<file path="config.mk">
export PLATFORM = sky130hd
export DESIGN_NAME = uart_rx_ctrl
export DESIGN_NICKNAME = d
export VERILOG_FILES = /design/src/rtl/uart_rx_pkg.sv /design/src/rtl/uart_rx_ctrl_bit_timer.sv /design/src/rtl/uart_rx_ctrl.sv
export SDC_FILE = /design/constraint.sdc
export NUM_CORES = 1
export LEC_CHECK = 0
export BUFFER_PORTS_ARGS = -buffer_cell sky130_fd_sc_hd__buf_4
export CAP_MARGIN = 20
export CORE_UTILIZATION = 52
export CTS_CLUSTER_DIAMETER = 30
export CTS_CLUSTER_SIZE = 16
export DETAILED_ROUTE_END_ITERATION = 16
export GPL_TIMING_DRIVEN = 0
export PLACE_DENSITY = 0.74
export RECOVER_POWER = 25
export SLEW_MARGIN = 0
export SYNTH_ARGS = -nofsm -noshare
export SYNTH_HDL_FRONTEND = slang
export SYNTH_SLANG_ARGS = --single-unit
</file>
<file path="constraint.sdc">
create_clock -name clk -period 1.8 [get_ports clk]
set_clock_uncertainty 0.05 [all_clocks]
set_input_delay 0.27 -clock clk [delete_from_list [all_inputs] [get_ports clk]]
set_output_delay 0.27 -clock clk [all_outputs]
set_load 0.02 [all_outputs]
</file>
<file path="src/rtl/uart_rx_pkg.sv">
`default_nettype none
// ============================================================================
// Module      : uart_rx_pkg
// Description : Shared types and constants for the UART receive controller.
// Revision    : 1.0 - initial release
// ============================================================================
package uart_rx_pkg;

    localparam int   DEFAULT_CLKS_PER_BIT = 10;
    localparam int   DEFAULT_DATA_BITS    = 8;
    localparam logic LINE_IDLE            = 1'b1;

    typedef enum logic [2:0] {
        IDLE      = 3'd0,
        START_CHK = 3'd1,
        DATA      = 3'd2,
        PARITY    = 3'd3,
        STOP      = 3'd4,
        LOAD      = 3'd5,
        WAIT_IDLE = 3'd6
    } state_t;

endpackage
`default_nettype wire

</file>
<file path="src/rtl/uart_rx_ctrl_bit_timer.sv">
`default_nettype none
// ============================================================================
// Module      : rx_bit_timer
// Description : Per-bit cycle counter and data-bit counter for the UART
//               receiver; strobes at the sample point of every bit.
// Revision    : 1.0 - initial release
// ============================================================================
module rx_bit_timer #(
    parameter int CLKS_PER_BIT = 10,
    parameter int SAMPLE_POINT = 5,
    parameter int DATA_BITS    = 8
) (
    input  logic clk,
    input  logic n_rst,
    input  logic clear,
    input  logic enable,
    input  logic half_period,
    input  logic count_bits,
    output logic sample_strobe,
    output logic bit_done
);

    localparam int CW = (CLKS_PER_BIT > 1) ? $clog2(CLKS_PER_BIT) : 1;
    localparam int BW = (DATA_BITS > 1) ? $clog2(DATA_BITS) : 1;

    localparam logic [CW-1:0] c_full_last = CW'(CLKS_PER_BIT - 1);
    localparam logic [CW-1:0] c_half_last = CW'(SAMPLE_POINT - 1);
    localparam logic [BW-1:0] c_bit_last  = BW'(DATA_BITS - 1);

    logic [CW-1:0] r_cycle_cnt;
    logic [BW-1:0] r_bit_cnt;
    logic [CW-1:0] w_terminal;

    // The counter wraps on every strobe, so each phase starts from zero
    // without the controller having to clear it between phases.
    always_comb begin
        w_terminal    = half_period ? c_half_last : c_full_last;
        sample_strobe = enable && (r_cycle_cnt == w_terminal);
        bit_done      = sample_strobe && count_bits && (r_bit_cnt == c_bit_last);
    end

    always_ff @(posedge clk) begin
        if (n_rst || clear) begin
            r_cycle_cnt <= '0;
            r_bit_cnt   <= '0;
        end else if (enable) begin
            r_cycle_cnt <= sample_strobe ? '0 : r_cycle_cnt + 1'b1;
            if (sample_strobe && count_bits) begin
                r_bit_cnt <= bit_done ? '0 : r_bit_cnt + 1'b1;
            end
        end
    end

endmodule
`default_nettype wire

</file>
<file path="src/rtl/uart_rx_ctrl.sv">
`default_nettype none
// ============================================================================
// Module      : uart_rx_ctrl
// Description : UART receive controller: start detection, mid-bit timing,
//               shift strobes, stop check and ready/read holding buffer.
//               Define UART_RX_PARITY_EN to add an even-parity bit check.
// Revision    : 1.0 - initial release
// ============================================================================
module uart_rx_ctrl
    import uart_rx_pkg::*;
#(
    parameter int CLKS_PER_BIT = DEFAULT_CLKS_PER_BIT,
    parameter int DATA_BITS    = DEFAULT_DATA_BITS,
    parameter int SAMPLE_POINT = CLKS_PER_BIT / 2
) (
    input  logic                 clk,
    input  logic                 n_rst,
    input  logic                 serial_in,
    input  logic [DATA_BITS-1:0] sr_data,
    input  logic                 data_read,
    output logic                 shift_enable,
    output logic [DATA_BITS-1:0] rx_data,
    output logic                 data_ready,
    output logic                 receiving,
    output logic                 framing_error,
`ifdef UART_RX_PARITY_EN
    output logic                 overrun_error,
    output logic                 parity_error
`else
    output logic                 overrun_error
`endif
);

    state_t r_state;
    state_t w_next_state;

    logic r_sync1;
    logic r_sync2;
    logic r_line_prev;
    logic w_line_s;
    logic w_start_edge;

    logic w_timer_clear;
    logic w_timer_en;
    logic w_half_period;
    logic w_count_bits;
    logic w_strobe;
    logic w_bit_done;

    logic w_start_ok;
    logic w_stop_bad;
    logic w_do_load;

    logic [DATA_BITS-1:0] r_rx_data;
    logic                 r_data_ready;
    logic                 r_framing_error;
    logic                 r_overrun_error;

    // Two-flop synchroniser plus a history flop for falling-edge detection.
    always_ff @(posedge clk) begin
        if (n_rst) begin
            r_sync1     <= LINE_IDLE;
            r_sync2     <= LINE_IDLE;
            r_line_prev <= LINE_IDLE;
        end else begin
            r_sync1     <= serial_in;
            r_sync2     <= r_sync1;
            r_line_prev <= r_sync2;
        end
    end

    assign w_line_s     = r_sync2;
    assign w_start_edge = r_line_prev && !w_line_s;

    rx_bit_timer #(
        .CLKS_PER_BIT (CLKS_PER_BIT),
        .SAMPLE_POINT (SAMPLE_POINT),
        .DATA_BITS    (DATA_BITS)
    ) u_bit_timer (
        .clk           (clk),
        .n_rst         (n_rst),
        .clear         (w_timer_clear),
        .enable        (w_timer_en),
        .half_period   (w_half_period),
        .count_bits    (w_count_bits),
        .sample_strobe (w_strobe),
        .bit_done      (w_bit_done)
    );

    always_ff @(posedge clk) begin
        if (n_rst) begin
            r_state <= IDLE;
        end else begin
            r_state <= w_next_state;
        end
    end

    always_comb begin
        w_next_state = r_state;
        case (r_state)
            IDLE: begin
                if (w_start_edge) w_next_state = START_CHK;
            end
            START_CHK: begin
                if (w_strobe) w_next_state = w_line_s ? IDLE : DATA;
            end
            DATA: begin
`ifdef UART_RX_PARITY_EN
                if (w_bit_done) w_next_state = PARITY;
`else
                if (w_bit_done) w_next_state = STOP;
`endif
            end
            PARITY: begin
                if (w_strobe) w_next_state = STOP;
            end
            STOP: begin
                if (w_strobe) w_next_state = w_line_s ? LOAD : WAIT_IDLE;
            end
            LOAD: begin
                w_next_state = IDLE;
            end
            WAIT_IDLE: begin
                if (w_line_s == LINE_IDLE) w_next_state = IDLE;
            end
            default: begin
                w_next_state = IDLE;
            end
        endcase
    end

    // The shift strobe is gated by reset so an aborted frame never shifts.
    always_comb begin
        w_timer_en    = (r_state == START_CHK) || (r_state == DATA) ||
                        (r_state == PARITY)    || (r_state == STOP);
        w_timer_clear = !w_timer_en;
        w_half_period = (r_state == START_CHK);
        w_count_bits  = (r_state == DATA);
        shift_enable  = (r_state == DATA) && w_strobe && !n_rst;
        receiving     = (r_state != IDLE);
        w_start_ok    = (r_state == START_CHK) && w_strobe && !w_line_s;
        w_stop_bad    = (r_state == STOP) && w_strobe && !w_line_s;
        w_do_load     = (r_state == LOAD);
    end

    always_ff @(posedge clk) begin
        if (n_rst) begin
            r_rx_data       <= '1;
            r_data_ready    <= 1'b0;
            r_framing_error <= 1'b0;
            r_overrun_error <= 1'b0;
        end else begin
            if (w_start_ok) r_framing_error <= 1'b0;
            if (w_stop_bad) r_framing_error <= 1'b1;
            // A read coinciding with a load is consumed by the load itself.
            if (w_do_load) begin
                r_rx_data    <= sr_data;
                r_data_ready <= 1'b1;
                if (data_read) begin
                    r_overrun_error <= 1'b0;
                end else if (r_data_ready) begin
                    r_overrun_error <= 1'b1;
                end
            end else if (data_read) begin
                r_data_ready    <= 1'b0;
                r_overrun_error <= 1'b0;
            end
        end
    end

`ifdef UART_RX_PARITY_EN
    logic r_parity_error;
    logic w_parity_bad;

    // Even parity: data bits plus the parity bit must hold an even count of ones.
    assign w_parity_bad = ^{sr_data, w_line_s};

    always_ff @(posedge clk) begin
        if (n_rst) begin
            r_parity_error <= 1'b0;
        end else if (w_start_ok) begin
            r_parity_error <= 1'b0;
        end else if ((r_state == PARITY) && w_strobe && w_parity_bad) begin
            r_parity_error <= 1'b1;
        end
    end

    assign parity_error = r_parity_error;
`endif

    assign rx_data       = r_rx_data;
    assign data_ready    = r_data_ready;
    assign framing_error = r_framing_error;
    assign overrun_error = r_overrun_error;

endmodule
`default_nettype wire

</file>
* Word level (Yosys, flattened, before mapping)
Cells that the tools add are included.
Storage, ports and cells: output and inout bits 13, bits in registers 24, word-level logic and storage cells 69, input port bits 12
Cells by class: $add $sub $neg 2, equal/unequal tests 14, muxes and demuxes 19, reductions and logical operators 24
Operators by type and width (count):
- 2-to-1 mux 3 bit | 7
- one-hot mux 3 bit (6 select lines) | 1
- == test 3 bit (second input constant) | 4
- logical AND 1 bit | 9
- 2-to-1 mux 4 bit | 2
- inequality test 2 bit (second input constant) | 4
- 2-to-1 mux 1 bit | 7
- == test 3 x 2 -> 1 bit (second input constant) | 2
- AND reduction 6 bit | 1
- nonzero test 2 bit | 3
- adder 4 x 1 -> 4 bit (second input constant) | 1
- == test 4 bit | 1
- logical OR 1 bit | 4
- 2-to-1 mux 2 bit | 2
- inequality test 2 x 1 -> 1 bit (second input constant) | 2
- AND reduction 2 bit | 2
- adder 3 x 1 -> 3 bit (second input constant) | 1
- == test 3 x 1 -> 1 bit (second input constant) | 1
- logical NOT 1 bit | 3
- logical NOT 3 bit | 1
- nonzero test 3 bit | 1

* Logic depth before layout (Yosys ltp)
depth after elaboration 9, gate-level depth with buffers 6, gate-level depth less buffers 6

* Cells and area by module
From an unflattened synthesis, not the netlist that was laid out.
Second synthesis, totals: cell total of the unflattened synthesis 128, area total of the unflattened synthesis 1197.4 sq um
Modules (own cells, without submodules):
- uart_rx_ctrl | seq. area each 340.3 sq um, cells an instance 88, times used 1, area each 789.5 sq um
- rx_bit_timer | seq. area each 140.1 sq um, cells an instance 40, times used 1, area each 407.9 sq um

* Least setup slack after synthesis
OpenSTA, ideal clock, no wires.
kind register -> output, start register u_bit_timer.r_cycle_cnt[2], end output shift_enable, arrival time 1.247 ns, slack 0.233 ns, stages on the path, launching flop included 6, path buffers 2, cells stage by stage dfxtp_1 -> and4bb_1 -> buf_6 -> and4b_1 -> buf_6 -> and2_1
On the way: cells in the longest elaborated chain, start to end 4
Ends and longest elaborated chain:
- start, declared | line uart_rx_ctrl_bit_timer.sv:30 | logic [CW-1:0] r_cycle_cnt;
- start signal, assigned | line uart_rx_ctrl_bit_timer.sv:47 | r_cycle_cnt <= sample_strobe ? '0 : r_cycle_cnt + 1'b1;
- == test 4 bit | line uart_rx_ctrl_bit_timer.sv:38 | sample_strobe = enable && (r_cycle_cnt == w_terminal);
- logical AND 1 bit | line uart_rx_ctrl_bit_timer.sv:38
- logical AND 1 bit (2 in a row) | line uart_rx_ctrl.sv:139 | shift_enable = (r_state == DATA) && w_strobe && !n_rst;
- end, declared | line uart_rx_ctrl.sv:21 | output logic shift_enable,
Every way passes these cells.

* Worst setup path after layout
Ends and elaborated chain as after synthesis.

==> flow_metrics.py <==
metrics = {
    "outcome": {
        "outcome": "finished clean",
    },
    "worst_setup_path": {
        "start_kind": "flop",
        "cp_max_fo": 2,
        "cp.required_ns": 1.48,
        "critPathSlowestCell": "dfxtp_2",
        "arrival_ns": 1.43,
        "critical_path_class": "flop to output port",
        "cp-end-kind": "output port",
        "crit_chain": "and4bb_1 -> and4b_1 -> and2_4 -> buf_6",
        "cp_slowest_stage_delay_ns": 0.34,
    },
    "floorplan": {
        "rows": 16,
        "fp.dieW_um": 48.51,
        "start_util": 0.5619,
        "io_pins": 25,
        "die_h_um": 48.51,
        "core-area_um2": 2002,
        "dieArea_um2": 2353,
    },
    "yosys": {
        "synthAdderAreaFrac": 0.03337,
        "synthFlopType": "dfxtp_1",
        "synth_top_family_by_area": "simple AND/OR/NAND/NOR gates",
        "yosys.area_share.simple": 0.3159,
        "synthMuxAreaShare": 0.02670,
        "synth-seq-cells": 24,
        "synth-edff-count": 0,
        "syn_area_um2": 1125,
        "synth-compound-area-share": 0.09677,
        "asyncSetResetFlopFracSynth": 0,
        "synthCells": 123,
        "yosys_warnings": 0,
        "yosysUniqueCellTypes": 37,
        "synth_nets": 138,
        "synth_xor_xnor_area_share": 0.01557,
        "synth_seq_area_share": 0.4271,
        "syn_area_per_cell_um2": 9.145,
    },
    "timing": {
        "drv_slew": 0,
        "period_needed_ns": 1.749,
        "final.period_utilization": 0.9717,
        "fmax_mhz": 571.7,
        "slew_headroom": 0.6443,
        "finalHoldViolCount": 0,
        "rsz0062_at_grt": "true",
        "worst_slew_pin_slew_ns": 0.5313,
        "fin_setup_tns_ns": 0,
        "fin_ws_ns": 0.05086,
        "setup_viol": 0,
    },
    "cells_and_area": {
        "area_delta_synth_final_pct": 23.80,
        "drive_above_1_share": 0.3161,
        "nNetsFinal": 171,
        "antenna_cells": 0,
        "final_util": 0.6956,
    },
    "placement": {
        "pre_cts_ws_ns": 0.1352,
        "portBuffers": 23,
        "hpwl_mm": 1.444,
        "globalplace.congestion": 0.8154,
    },
    "global_route": {
        "grt-ovfl-total": 0,
        "grt_pass1_wl_mm": 3.705,
        "grtUsageTotal": 0.2004,
        "grt_pass1_vias": 864,
        "grt_max_degree": 14,
        "antenna_found_initial": 0,
    },
    "clock_network": {
        "cts_tree": "yes",
        "cts_made_buffers": 3,
        "clkTransAtPathRegs_ns": 0.13,
        "clockBufferDepth": 2,
        "clock_sinks": 24,
        "htreeDepth": 1,
        "root_buffer": "clkbuf_4",
        "clk-insertion-delay-late_ns": 0.31,
    },
    "drt": {
        "ant_nets": 0,
        "firstDrtPassIters": 4,
        "drc": 0,
        "viasPerCell": 5.159,
        "dr_total_vias": 939,
        "totalWireLength_mm": 2.125,
        "wl_per_cell_um": 11.68,
        "drt_iter0_drc": 12,
    },
    "run": {
        "drv_cap": 0,
    },
    "power": {
        "power_density_nw_per_um2": 655.5,
        "leakage_nw": 0.5848,
        "max-vdd-ir-drop_v": 0.0005301,
    },
    "hold_path": {
        "hold_class": "primary input to flop",
    },
}
repair_timing:
action / 4_1_cts / 5_1_grt
hold buffers: 0 / 0
pin swaps: 1 / 2
endpoints found under the setup margin: 1 / 1
gates resized for setup: 7 / 1
setup buffers: 6 / 1
path summary, 6_finish.rpt:
check / startpoint / endpoint / slack (ns) / depth (start not counted)
min reg2reg: r_sync1$_SDFF_PP1_ / r_sync2$_SDFF_PP1_ / 0.38 / 1
max: u_bit_timer.r_cycle_cnt[2]$_SDFFE_PP0P_ / shift_enable / 0.05 / 4
min: data_read / overrun_error$_SDFFE_PP0P_ / 0.06 / 2
max reg2reg: u_bit_timer.r_cycle_cnt[0]$_SDFFE_PP0P_ / u_bit_timer.r_cycle_cnt[3]$_SDFFE_PP0P_ / 0.15 / 5
state kept, by name, indices dropped and copies added (netlist names), 3 cells and up:
register	cells
r_state	3
u_bit_timer.r_cycle_cnt	4
rx_data	8
u_bit_timer.r_bit_cnt	3
cells by family after synthesis:
group,after synthesis
compound gates,15
xor+xnor,2
fa+ha+maj,3
buf+inv,11
flops,24
mux,3
simple gates,65
synth_stat cells (3+ instances only):
| cell | count | share of area |
|---|---|---|
| inv_1 | 3 | 0.010 |
| nor2_1 | 9 | 0.030 |
| ha_1 | 3 | 0.033 |
| nand3_1 | 11 | 0.049 |
| nand2_1 | 23 | 0.077 |
| mux2i_1 | 3 | 0.027 |
| clkbuf_8 | 3 | 0.037 |
| a21oi_1 | 6 | 0.027 |
| buf_6 | 3 | 0.030 |
| dfxtp_1 | 24 | 0.43 |
| nand3b_1 | 3 | 0.020 |
| or2_2 | 3 | 0.017 |
final cells by class:
class / count / area (µm²)
well taps: 27 / 33.78
fillers: 169 / 609.3
inverters: 3 / 15.01
clock buffers: 4 / 36.28
flip-flops and latches: 24 / 488.0
multi-input cells: 88 / 551.8
plain buffers: 6 / 61.31
repair buffers: 30 / 206.4
per-stage QoR:
stage	power, mW	hold WS (ns)	instance area (µm²)	std cells
final	0.9129	0.06065	1393	182
after global routing	0.9551	0.03989	1393	182
after CTS	0.9206	0.05451	1426	183
after detailed placement	0.6442	0.3468	1331	173
after global placement	0.6419	0.3411	1331	173
after floorplan	0.6108	0.2988	1125	123
where the power goes:
part	switching (mW)	internal (mW)	total, mW	leakage, nW
combinational	0.0455	0.0467	0.0922	0.367
sequential	0.00386	0.539	0.543	0.197
clock	0.154	0.123	0.278	0.0210
total	0.204	0.709	0.913	0.585
critical path, delay by kind of cell (launching register included):
kind	cells	cell delay [ns]
flops	1	0.34
simple gates	3	0.68
buf+inv	1	0.11
per-layer routing:
layer	global-route usage	routed length [µm]	vias up
met5	0	0	-
met4	0.05882	17	0
met3	0.04088	60	4
met2	0.3357	1055	18
met1	0.2610	991	439
li1	-	-	478
layout by cell type, fill, tap and decap left out, drive strengths merged, types with 2 or more instances in the layout:
cell,n
or2,3
nand3,11
o21ai,2
nand2b,3
and2b,2
inv,2
dfxtp,24
a21oi,7
nand4b,2
nor2,9
nand3b,3
ha,3
mux2i,3
clkbuf,15
nor3,2
buf,25
nand2,23
(Power assumes the default switching activity.)
